==> src/rtl/ar_fifo_unpacker_if.sv <==
// Handshake bundle between an upstream wide-word FIFO, the unpacker, and the narrow-lane consumer.
// The master modport is the unpacker side; slave is the environment driving the FIFO head and ready.
interface ar_fifo_unpacker_if #(
    parameter int iwidth  = 128,
    parameter int l2ratio = 2
);
    localparam int owidth = iwidth / (1 << l2ratio);

    logic               I_EMPTY_N;
    logic [iwidth-1:0]  I_D;
    logic [l2ratio-1:0] I_NL;
    logic               I_DEQ;
    logic               O_VALID;
    logic               O_READY;
    logic [owidth-1:0]  O_DATA;
    logic               O_FIRST;
    logic               O_LAST;

    modport master (
        input  I_EMPTY_N, I_D, I_NL, O_READY,
        output I_DEQ, O_VALID, O_DATA, O_FIRST, O_LAST
    );

    modport slave (
        output I_EMPTY_N, I_D, I_NL, O_READY,
        input  I_DEQ, O_VALID, O_DATA, O_FIRST, O_LAST
    );
endinterface

==> src/rtl/ar_fifo_unpacker.sv <==
// Splits wide FIFO words into 2**l2ratio narrow lanes, one per accepted cycle, with first/last markers.
// Define AR_UNPACK_MSB_FIRST_EN to present the most-significant lane first (default: least-significant first).
module ar_fifo_unpacker #(
    parameter int iwidth  = 128,
    parameter int l2ratio = 2
) (
    input logic                CLK,
    input logic                RST_N,
    input logic                CLR,
    ar_fifo_unpacker_if.master bus
);
    localparam int ratio  = 1 << l2ratio;
    localparam int owidth = iwidth / ratio;

    typedef enum logic {IDLE, BUSY} state_t;

    state_t             state_q, state_d;
    logic [iwidth-1:0]  hreg_q, hreg_d;
    logic [l2ratio-1:0] hnl_q, hnl_d;
    logic [l2ratio-1:0] lane_q, lane_d;
    logic [l2ratio-1:0] slice;
    logic [owidth-1:0]  lanes [ratio];
    logic               transfer, lastx, deq;

    assign transfer  = (state_q == BUSY) && bus.O_READY;
    assign lastx     = transfer && (lane_q == hnl_q);
    assign deq       = bus.I_EMPTY_N && ((state_q == IDLE) || lastx);
    assign bus.I_DEQ = deq;

    // A new word replaces the old one in the same cycle its last lane leaves, so there is no bubble.
    always_comb begin
        state_d = state_q;
        hreg_d  = hreg_q;
        hnl_d   = hnl_q;
        lane_d  = lane_q;
        if (deq) begin
            state_d = BUSY;
            hreg_d  = bus.I_D;
            hnl_d   = bus.I_NL;
            lane_d  = '0;
        end else if (lastx) begin
            state_d = IDLE;
        end else if (transfer) begin
            lane_d  = lane_q + 1'b1;
        end
    end

    always_ff @(posedge CLK) begin
        if (!RST_N || CLR) begin
            state_q <= IDLE;
            hnl_q   <= '0;
            lane_q  <= '0;
        end else begin
            state_q <= state_d;
            hnl_q   <= hnl_d;
            lane_q  <= lane_d;
        end
    end

    // The data holding register is only meaningful while BUSY, so it carries no reset.
    always_ff @(posedge CLK) begin
        hreg_q <= hreg_d;
    end

    for (genvar g = 0; g < ratio; g++) begin : g_lane
        assign lanes[g] = hreg_q[g*owidth +: owidth];
    end

`ifdef AR_UNPACK_MSB_FIRST_EN
    assign slice = ~lane_q;
`else
    assign slice = lane_q;
`endif

    assign bus.O_VALID = (state_q == BUSY);
    assign bus.O_FIRST = (state_q == BUSY) && (lane_q == '0);
    assign bus.O_LAST  = (state_q == BUSY) && (lane_q == hnl_q);
    assign bus.O_DATA  = lanes[slice];
endmodule

==> src/flat_wrapper.sv <==
// flat-port wrapper written by rule: the top's interface ports become plain ports
module ar_fifo_unpacker_flat 
#(
    parameter int iwidth  = 128,
    parameter int l2ratio = 2
)
  (CLK, RST_N, CLR, bus_I_EMPTY_N, bus_I_D, bus_I_NL, bus_O_READY, bus_I_DEQ, bus_O_VALID, bus_O_DATA, bus_O_FIRST, bus_O_LAST);
  ar_fifo_unpacker_if #(.iwidth(iwidth), .l2ratio(l2ratio)) bus_i ();
  input logic CLK;
  input logic RST_N;
  input logic CLR;
  input wire logic [$bits(bus_i.I_EMPTY_N)-1:0] bus_I_EMPTY_N;
  input wire logic [$bits(bus_i.I_D)-1:0] bus_I_D;
  input wire logic [$bits(bus_i.I_NL)-1:0] bus_I_NL;
  input wire logic [$bits(bus_i.O_READY)-1:0] bus_O_READY;
  output wire logic [$bits(bus_i.I_DEQ)-1:0] bus_I_DEQ;
  output wire logic [$bits(bus_i.O_VALID)-1:0] bus_O_VALID;
  output wire logic [$bits(bus_i.O_DATA)-1:0] bus_O_DATA;
  output wire logic [$bits(bus_i.O_FIRST)-1:0] bus_O_FIRST;
  output wire logic [$bits(bus_i.O_LAST)-1:0] bus_O_LAST;
  assign bus_i.I_EMPTY_N = bus_I_EMPTY_N;
  assign bus_i.I_D = bus_I_D;
  assign bus_i.I_NL = bus_I_NL;
  assign bus_i.O_READY = bus_O_READY;
  assign bus_I_DEQ = bus_i.I_DEQ;
  assign bus_O_VALID = bus_i.O_VALID;
  assign bus_O_DATA = bus_i.O_DATA;
  assign bus_O_FIRST = bus_i.O_FIRST;
  assign bus_O_LAST = bus_i.O_LAST;
  ar_fifo_unpacker #(.iwidth(iwidth), .l2ratio(l2ratio)) u_core (.CLK(CLK), .RST_N(RST_N), .CLR(CLR), .bus(bus_i));
endmodule
==> config.mk <==
export PLATFORM = sky130hd
export DESIGN_NAME = ar_fifo_unpacker_flat
export DESIGN_NICKNAME = d
export VERILOG_FILES = /design/src/rtl/ar_fifo_unpacker_if.sv /design/src/rtl/ar_fifo_unpacker.sv /design/src/flat_wrapper.sv
export SDC_FILE = /design/constraint.sdc
export NUM_CORES = 1
export LEC_CHECK = 0
export CAP_MARGIN = 40
export CORE_MARGIN = 5
export CORE_UTILIZATION = 40
export DETAILED_ROUTE_END_ITERATION = 8
export HOLD_SLACK_MARGIN = 0.15
export PLACE_DENSITY_LB_ADDON = 0.05
export SYNTH_ARGS = -nofsm -noshare
export SYNTH_HDL_FRONTEND = slang
export SYNTH_SLANG_ARGS = --single-unit
==> constraint.sdc <==
create_clock -name CLK -period 5.3 [get_ports CLK]
set_clock_uncertainty 0.05 [all_clocks]
set_input_delay 0.795 -clock CLK [delete_from_list [all_inputs] [get_ports CLK]]
set_output_delay 0.795 -clock CLK [all_outputs]
set_load 0.02 [all_outputs]
---- After elaboration in Yosys (flattened, before gate mapping) ----
Cells that the tools add are included.
word-level totals
  word-level logic and storage cells ...... 27
  output and inout port bits .............. 36
  register bits after elaboration ......... 133
  input port bits ......................... 135
operators by class
  reduce and logical (&&, ||, !) cells .... 12
  order comparisons ....................... 1
  bitwise operators ....................... 3
  equal/unequal tests ..................... 1
  $add $sub $neg .......................... 1
  mux-type cells .......................... 5
operators by type and width
  cell                 count
  $bmux 32 s2          1
  $mux 32              2
  $logic_and 1x1->1    5
  $ge 3x3->1 const B   1
  $not 2->3            1
  $add 2x1->2 const B  1
  $eq 2x2->1           1
  $logic_not 2->1      1
  $logic_or 1x1->1     2
  $mux 1               2
  $not 1->1            2
  $reduce_and 2->1     1
  $reduce_bool 2->1    1
  $reduce_or 2->1      1
  $logic_not 1->1      1

---- Longest topological paths before layout ----
Gate-level depths: netlist (run 1).
  depth after elaboration ................. 5
  depth in mapped cells ................... 6
  mapped depth without buffers ............ 4

---- Worst setup path before layout (run 1) ----
OpenSTA, ideal clock, no wires.
  kind .................................... input-to-output
  start ................................... in bus_I_EMPTY_N
  end ..................................... out bus_I_DEQ
  data arrival time ....................... 1.874 ns
  slack ................................... 2.581 ns
  stages on the path ...................... 2
  data required time ...................... 4.455 ns
  path buffers ............................ 0
  cell sequence ........................... and2b_2 > a41o_4
between the ends
  longest elaborated chain between the ends .. 1
ends and longest elaborated chain
  what                line                    text
  start: declaration  flat_wrapper.sv:12      input wire logic [$bits(bus_i.I_EMPTY_N)-1:0] bus_I_EMPTY_N;
  $logic_and 1x1->1   ar_fifo_unpacker.sv:27  assign deq = bus.I_EMPTY_N && ((state_q == IDLE) || lastx);
  end: declaration    flat_wrapper.sv:16      output wire logic [$bits(bus_i.I_DEQ)-1:0] bus_I_DEQ;
Every way passes these cells.

---- Worst setup path in the final report (run 1) ----
  start ................................... reg u_core.lane_q[0]
  end ..................................... out bus_O_DATA[13]
between the ends
  longest elaborated chain between the ends .. 4
ends and longest elaborated chain
  what                                         line                    text
  start: declaration                           ar_fifo_unpacker.sv:20  logic [l2ratio-1:0] lane_q, lane_d;
  start signal: assignment                     ar_fifo_unpacker.sv:56  lane_q <= lane_d;
  $not 2->3 (not written as such)              ar_fifo_unpacker.sv:78  assign bus.O_DATA = lanes[slice];
  $bmux 32 s2                                  ar_fifo_unpacker.sv:78
  $mux 32 (not written as such) (2 in series)  ar_fifo_unpacker.sv:78
  end: declaration                             flat_wrapper.sv:18      output wire logic [$bits(bus_i.O_DATA)-1:0] bus_O_DATA;
Every way passes these cells. The select of a mux whose other input is x is not followed.

==> flow_summary.ini, run 1 <==
[detailed_routing]
wl_mm = 10.2
wl_per_cell_microns = 18.2
drc_errors = 0
dr.pass1.iters = 4
vias = 2602
ant_nets = 0
avgViaCountPerCell = 4.63
dr.first_iter.drc_count = 124

[layout]
fin_util_pct = 61.7
n_antenna_cell = 0
fin_nets = 517
drive_gt1_share_pct = 19.0
syn_to_final_growth_pct = 51.2
fillers = 888
final_cell_area_sq_um = 7450
instances_no_fill = 562

[grt]
grt_max_degree = 69
grt_pass1_wl_mm = 15.6
antenna_found_initial = 0
first_global_vias = 2932
overflow = 0
grt_use_total_pct = 14.7

[setup_path]
path_delay_family = buffers and inverters
cp-start-kind = flip-flop
worst_path_max_delay_cell = dfxtp_2
r2r-end = u_core.hreg_q[90]
cp_cell_sequence = buf_4 -> mux4_2 -> clkdlybuf4s50_1
rr_startpoint = u_core.lane_q[1]
critical_path_buf_inv_count = 2
setup.worst_path.start = u_core.lane_q[0]
cp-endpoint = bus_O_DATA[13]
rrSetupSlack_ns = 2.01
setup.worst_path.end_class = output pin
critPathArrivalTime_ns = 2.80
slowest_delay_ns = 0.82
crit_cells = 3
critPathRequiredTime_ns = 4.45
r2r_cells = 5
cp_max_fo = 20
crit_type = flip-flop to output pin

[placed_design]
placed_cell_area_sq_um = 6810
pre_cts_slack_ns = 1.79
routabilityCongestion = 0.715
portBuffers = 170
dp_cells = 530
hpwlAfterDp_mm = 6.97

[run]
cap_violations = 0

[pwr]
leakage_nw = 2.51
power_frac_comb_pct = 8.6
seq_power_share_pct = 46.1
cell_internal_pwr_mw = 2.22
power.density_nw_per_um2 = 368
ir_worst_vdd_mv = 0.189
total_power_mw = 2.74
switchingPower_uw = 522
switching_share_pct = 19.0
power_frac_clock_pct = 45.3

[hold_path]
hold_class = flip-flop to flip-flop

[timing]
maxSlewHeadroom_pct = 44.6
fin_crit_sh_pct = 68.7
final_hold_viol_count = 0
period_minus_slack_ns = 3.64
timing.final.max_slew_violations = 0
finalSetupViolations = 0
clock.fmax_mhz = 275
hold_slack_ns = 0.522
rsz0062_at_grt = false
fin_ws_ns = 1.66
tightest_slew_ns = 0.831
fin_setup_tns_ns = 0

[synth]
synth-main-ff-cell = edfxtp_1
async_reset_ff_share_pct = 0
yosysSeqAreaShare_pct = 80.1
ys_types = 24
syn-num-nets = 332
synth_area_per_cell_sq_um = 25.1
yosysWarningCount = 0
synth-edff-count = 128
synth_cells = 196
ys_ff_latch = 133
synth_area_sq_um = 4930

[clock_network]
cts_max_level = 4
ctsResizeCount = 0
clk_path_buf_depth = 2
root_buffer = clkbuf_16
clkSlewWorstSetupHoldPaths_ns = 0.06
postCtsSetupRepairBufs = 0
cts-buffers-inserted = 17
clk_latency_ns = 0.41
cts_hold_buffers = 0
cts.sinks = 133
cts_tree = yes

[floorplanning]
io_pins = 171
rows = 40
initial_core_util_pct = 40.8
dieArea_sq_um = 14600
dieWidth_microns = 121
core_sq_um = 12100
fp.dieH_microns = 121

[run_status]
status = finished, final reports clean
synth_stat cells (2+ instances only):
cell,instances,share of area (%)
mux4_2,32,15
buf_6,2,0.46
inv_1,2,0.15
dfxtp_1,5,2.0
nor2_1,3,0.23
buf_2,3,0.30
mux2i_1,3,0.61
edfxtp_1,128,78
buf_4,3,0.46
final cells by class:
| cell class | instances | area, sq um | share of cell area [%] |
|---|---|---|---|
| inverter | 2 | 7.51 | 0.101 |
| tap | 168 | 210 | 2.82 |
| sequential | 133 | 3950 | 53.0 |
| timing repair buffer | 174 | 1730 | 23.3 |
| clock inverter | 15 | 211 | 2.84 |
| clock buffer | 17 | 425 | 5.71 |
| multi-input combinational | 53 | 915 | 12.3 |
cell usage in the layout, fill, tap and decap left out, types with 4 or more instances in the layout:
| cell | n |
|---|---|
| clkdlybuf4s50_1 | 170 |
| edfxtp_1 | 128 |
| mux4_2 | 32 |
| clkbuf_16 | 17 |
| bufinv_16 | 5 |
| clkinvlp_4 | 4 |
| buf_4 | 4 |
power by group through the flow:
stage | Combinational (mW) | Clock (mW) | Sequential (mW)
6_report | 0.235 | 1.24 | 1.26
3_5_place_dp | 0.238 | 0 | 1.29
4_1_cts | 0.239 | 1.28 | 1.27
5_1_grt | 0.250 | 1.33 | 1.27
2_1_floorplan | 0.0840 | 0 | 1.28
3_3_place_gp | 0.237 | 0 | 1.28
worst min-delay path by stage:
stage / from / to / slack, ns / cells past startpoint
floorplan: u_core.hnl_q[0] / u_core.hnl_q[0] / 0.47 / 2
global placement: u_core.hnl_q[0] / u_core.hnl_q[0] / 0.49 / 2
detailed placement: u_core.bus.O_VALID / u_core.bus.O_VALID / 0.51 / 2
CTS: u_core.bus.O_VALID / u_core.bus.O_VALID / 0.52 / 2
global route: u_core.hnl_q[0] / u_core.hnl_q[0] / 0.59 / 2
finish: u_core.hnl_q[0] / u_core.hnl_q[0] / 0.52 / 2
sequential cells by signal, indices dropped and copies added (netlist names):
signal              flops
u_core.bus.O_VALID      1
u_core.lane_q           2
u_core.hreg_q         128
u_core.hnl_q            2
per-layer routing:
metal / GRT usage [%] / routed length [microns] / up-vias
met3: 7.46 / 915 / 12
met1: 16.9 / 4080 / 1280
met2: 23.7 / 5100 / 109
li1: - / - / 1201
met4: 5.10 / 133 / 0
met5: 0 / 0 / -
cells by family (layout without fill, tap and decap cells):
logic type,count (synthesis),in the layout,share of synthesized area [%]
compound gates,3,3,0.711
xor+xnor,3,3,1.07
fa+ha+maj,1,1,0.254
buf+inv,10,208,1.37
flops,133,133,80.1
mux,35,35,15.2
simple gates,11,11,1.30
worst min-delay path, delay by kind of cell (launching register included):
kind	cells	cell delay (ns)
and+or+nand+nor	1	0.05
muxes	1	0.13
DFF	1	0.33
Power figures use the tool's default switching activity.
==> run 2: changes to the inputs <==
==> constraint.sdc (replaced) <==
create_clock -name CLK -period 3.7 [get_ports CLK]
set_clock_uncertainty 0.05 [all_clocks]
set_input_delay 0.555 -clock CLK [delete_from_list [all_inputs] [get_ports CLK]]
set_output_delay 0.555 -clock CLK [all_outputs]
set_load 0.02 [all_outputs]
==> run 2 against run 1 <==
  * Routed wire length shrank 1.3%
  * Combinational power up 44%
  * Sequential power rose by 44%
  * Worst setup slack worse by 0.93 ns
  * Non-clock buffer count stayed put
  * Via count increased by 0.38%
  * Critical path type unchanged
  * Largest cell class unchanged
  * Clock-buffer cell count rose by 2
  * First-iteration DRC count increased by 29%
  * Highest routed layer unchanged
  * Register-to-register slack got worse by 0.50 ns
  * Global-route usage shrank 0.19 points
  * Utilization decreased by 0.33 points
  * Design area down 0.54%
==> flow_summary.ini, run 2 (same netlist as run 1, synthesis figures left out) <==
[run_status]
status = finished, final reports clean

[pwr]
leakage_nw = 2.50
total_power_mw = 3.76
ir_worst_vdd_mv = 0.401
power.density_nw_per_um2 = 507

[detailed_routing]
drc_errors = 0
wl_mm = 10.1
wl_per_cell_microns = 18.0
dr.pass1.iters = 4
vias = 2612
ant_nets = 0
avgViaCountPerCell = 4.65
dr.first_iter.drc_count = 160

[run]
cap_violations = 0

[hold_path]
min-delay-start = u_core.hnl_q[0]
holdPathEnd = u_core.hnl_q[0]
hold_class = flip-flop to flip-flop
min_path_cells = 2

[timing]
period_minus_slack_ns = 2.97
finalSetupViolations = 0
fin_setup_tns_ns = 0
clock.fmax_mhz = 337
final_hold_viol_count = 0
timing.final.max_slew_violations = 0
fin_crit_sh_pct = 80.3
rsz0062_at_grt = false
fin_ws_ns = 0.730
tightest_slew_ns = 0.701
maxSlewHeadroom_pct = 53.3

[clock_network]
postCtsSetupRepairBufs = 0
cts_hold_buffers = 0
cts-buffers-inserted = 17
clk_latency_ns = 0.40
ctsResizeCount = 0
root_buffer = clkbuf_16
cts_tree = yes
cts_max_level = 4
clk_path_buf_depth = 2
cts.sinks = 133
clkSlewWorstSetupHoldPaths_ns = 0.05

[setup_path]
setup.worst_path.start = u_core.lane_q[1]
worst_path_max_delay_cell = dfxtp_2
slowest_delay_ns = 0.66
r2r-end = u_core.hnl_q[0]
setup.worst_path.end_class = output pin
rrSetupSlack_ns = 1.51
cp_cell_sequence = buf_4 -> mux4_2 -> clkdlybuf4s50_1
cp-start-kind = flip-flop
r2r_cells = 5
critPathArrivalTime_ns = 2.36
rr_startpoint = u_core.lane_q[1]
crit_type = flip-flop to output pin
critPathRequiredTime_ns = 3.09
cp_max_fo = 18

[placed_design]
hpwlAfterDp_mm = 7.03
dp_cells = 530
routabilityCongestion = 0.702
pre_cts_slack_ns = 1.08
portBuffers = 170

[layout]
fin_util_pct = 61.4
instances_no_fill = 562
ff_latch_area_sq_um = 3950
largest_reg_flops = 128
mostFrequentLayoutCells = clkdlybuf4s50_1, edfxtp_1, mux4_2, clkbuf_16, clkinv_2
n_antenna_cell = 0
fin_nets = 517
syn_to_final_growth_pct = 50.4
regMostFlops = u_core.hreg_q
fillers = 914
multi_input_area_sq_um = 915
drive_gt1_share_pct = 18.3
final_common_cell = clkdlybuf4s50_1
reg.largest.list = u_core.hreg_q: 128 flops, u_core.hnl_q: 2 flops, u_core.lane_q: 2 flops

[floorplanning]
initial_core_util_pct = 40.8
io_pins = 171
core_sq_um = 12100
dieWidth_microns = 121
rows = 40
dieArea_sq_um = 14600
fp.dieH_microns = 121

[grt]
grt_use_total_pct = 14.5
overflow = 0
first_global_vias = 2975
grt_max_degree = 133
antenna_found_initial = 0
grt_pass1_wl_mm = 15.6
-- run 2: layer usage --
metal | global-route usage, % | up-vias | wire [microns]
met5 | 0 | - | 0
met4 | 5.17 | 0 | 133
met3 | 7.32 | 12 | 887
met2 | 23.9 | 107 | 5050
met1 | 16.2 | 1287 | 4030
li1 | - | 1206 | -
-- run 2: critical path: cells and delay by family, from the launching register on --
family / cells / cell delay [ns]
buf+inv: 2 / 0.95
flops: 1 / 0.66
mux: 1 / 0.35
-- run 2: metrics by stage --
step / hold slack, ns / cell area (sq um)
CTS: 0.526 / 7410
global placement: 0.486 / 6840
floorplan: 0.474 / 4930
global route: 0.539 / 7410
finish: 0.521 / 7410
detailed placement: 0.515 / 6840
-- run 2: where the power goes --
group	leakage [nW]	switching [mW]	internal [mW]
Clock	0.283	0.565	1.04
Combinational	0.911	0.127	0.211
Sequential	1.31	0.0253	1.79
Total	2.50	0.718	3.04
-- run 2: layout make-up --
type,count,area share (%)
clock buffer,19,5.84
clock inverter,13,1.87
inverter,2,0.101
multi-input combinational,53,12.3
sequential,133,53.3
tap,168,2.84
timing repair buffer,174,23.7
-- run 2: how the worst max path moves through the flow --
stage	endpoint	slack (ns)	cells after the start
finish	bus_O_DATA[9]	0.73	3
detailed placement	bus_I_DEQ	1.08	4
CTS	bus_O_DATA[9]	0.64	3
global route	bus_O_DATA[9]	0.59	3
global placement	bus_O_DATA[13]	1.08	3
floorplan	bus_I_DEQ	1.36	3
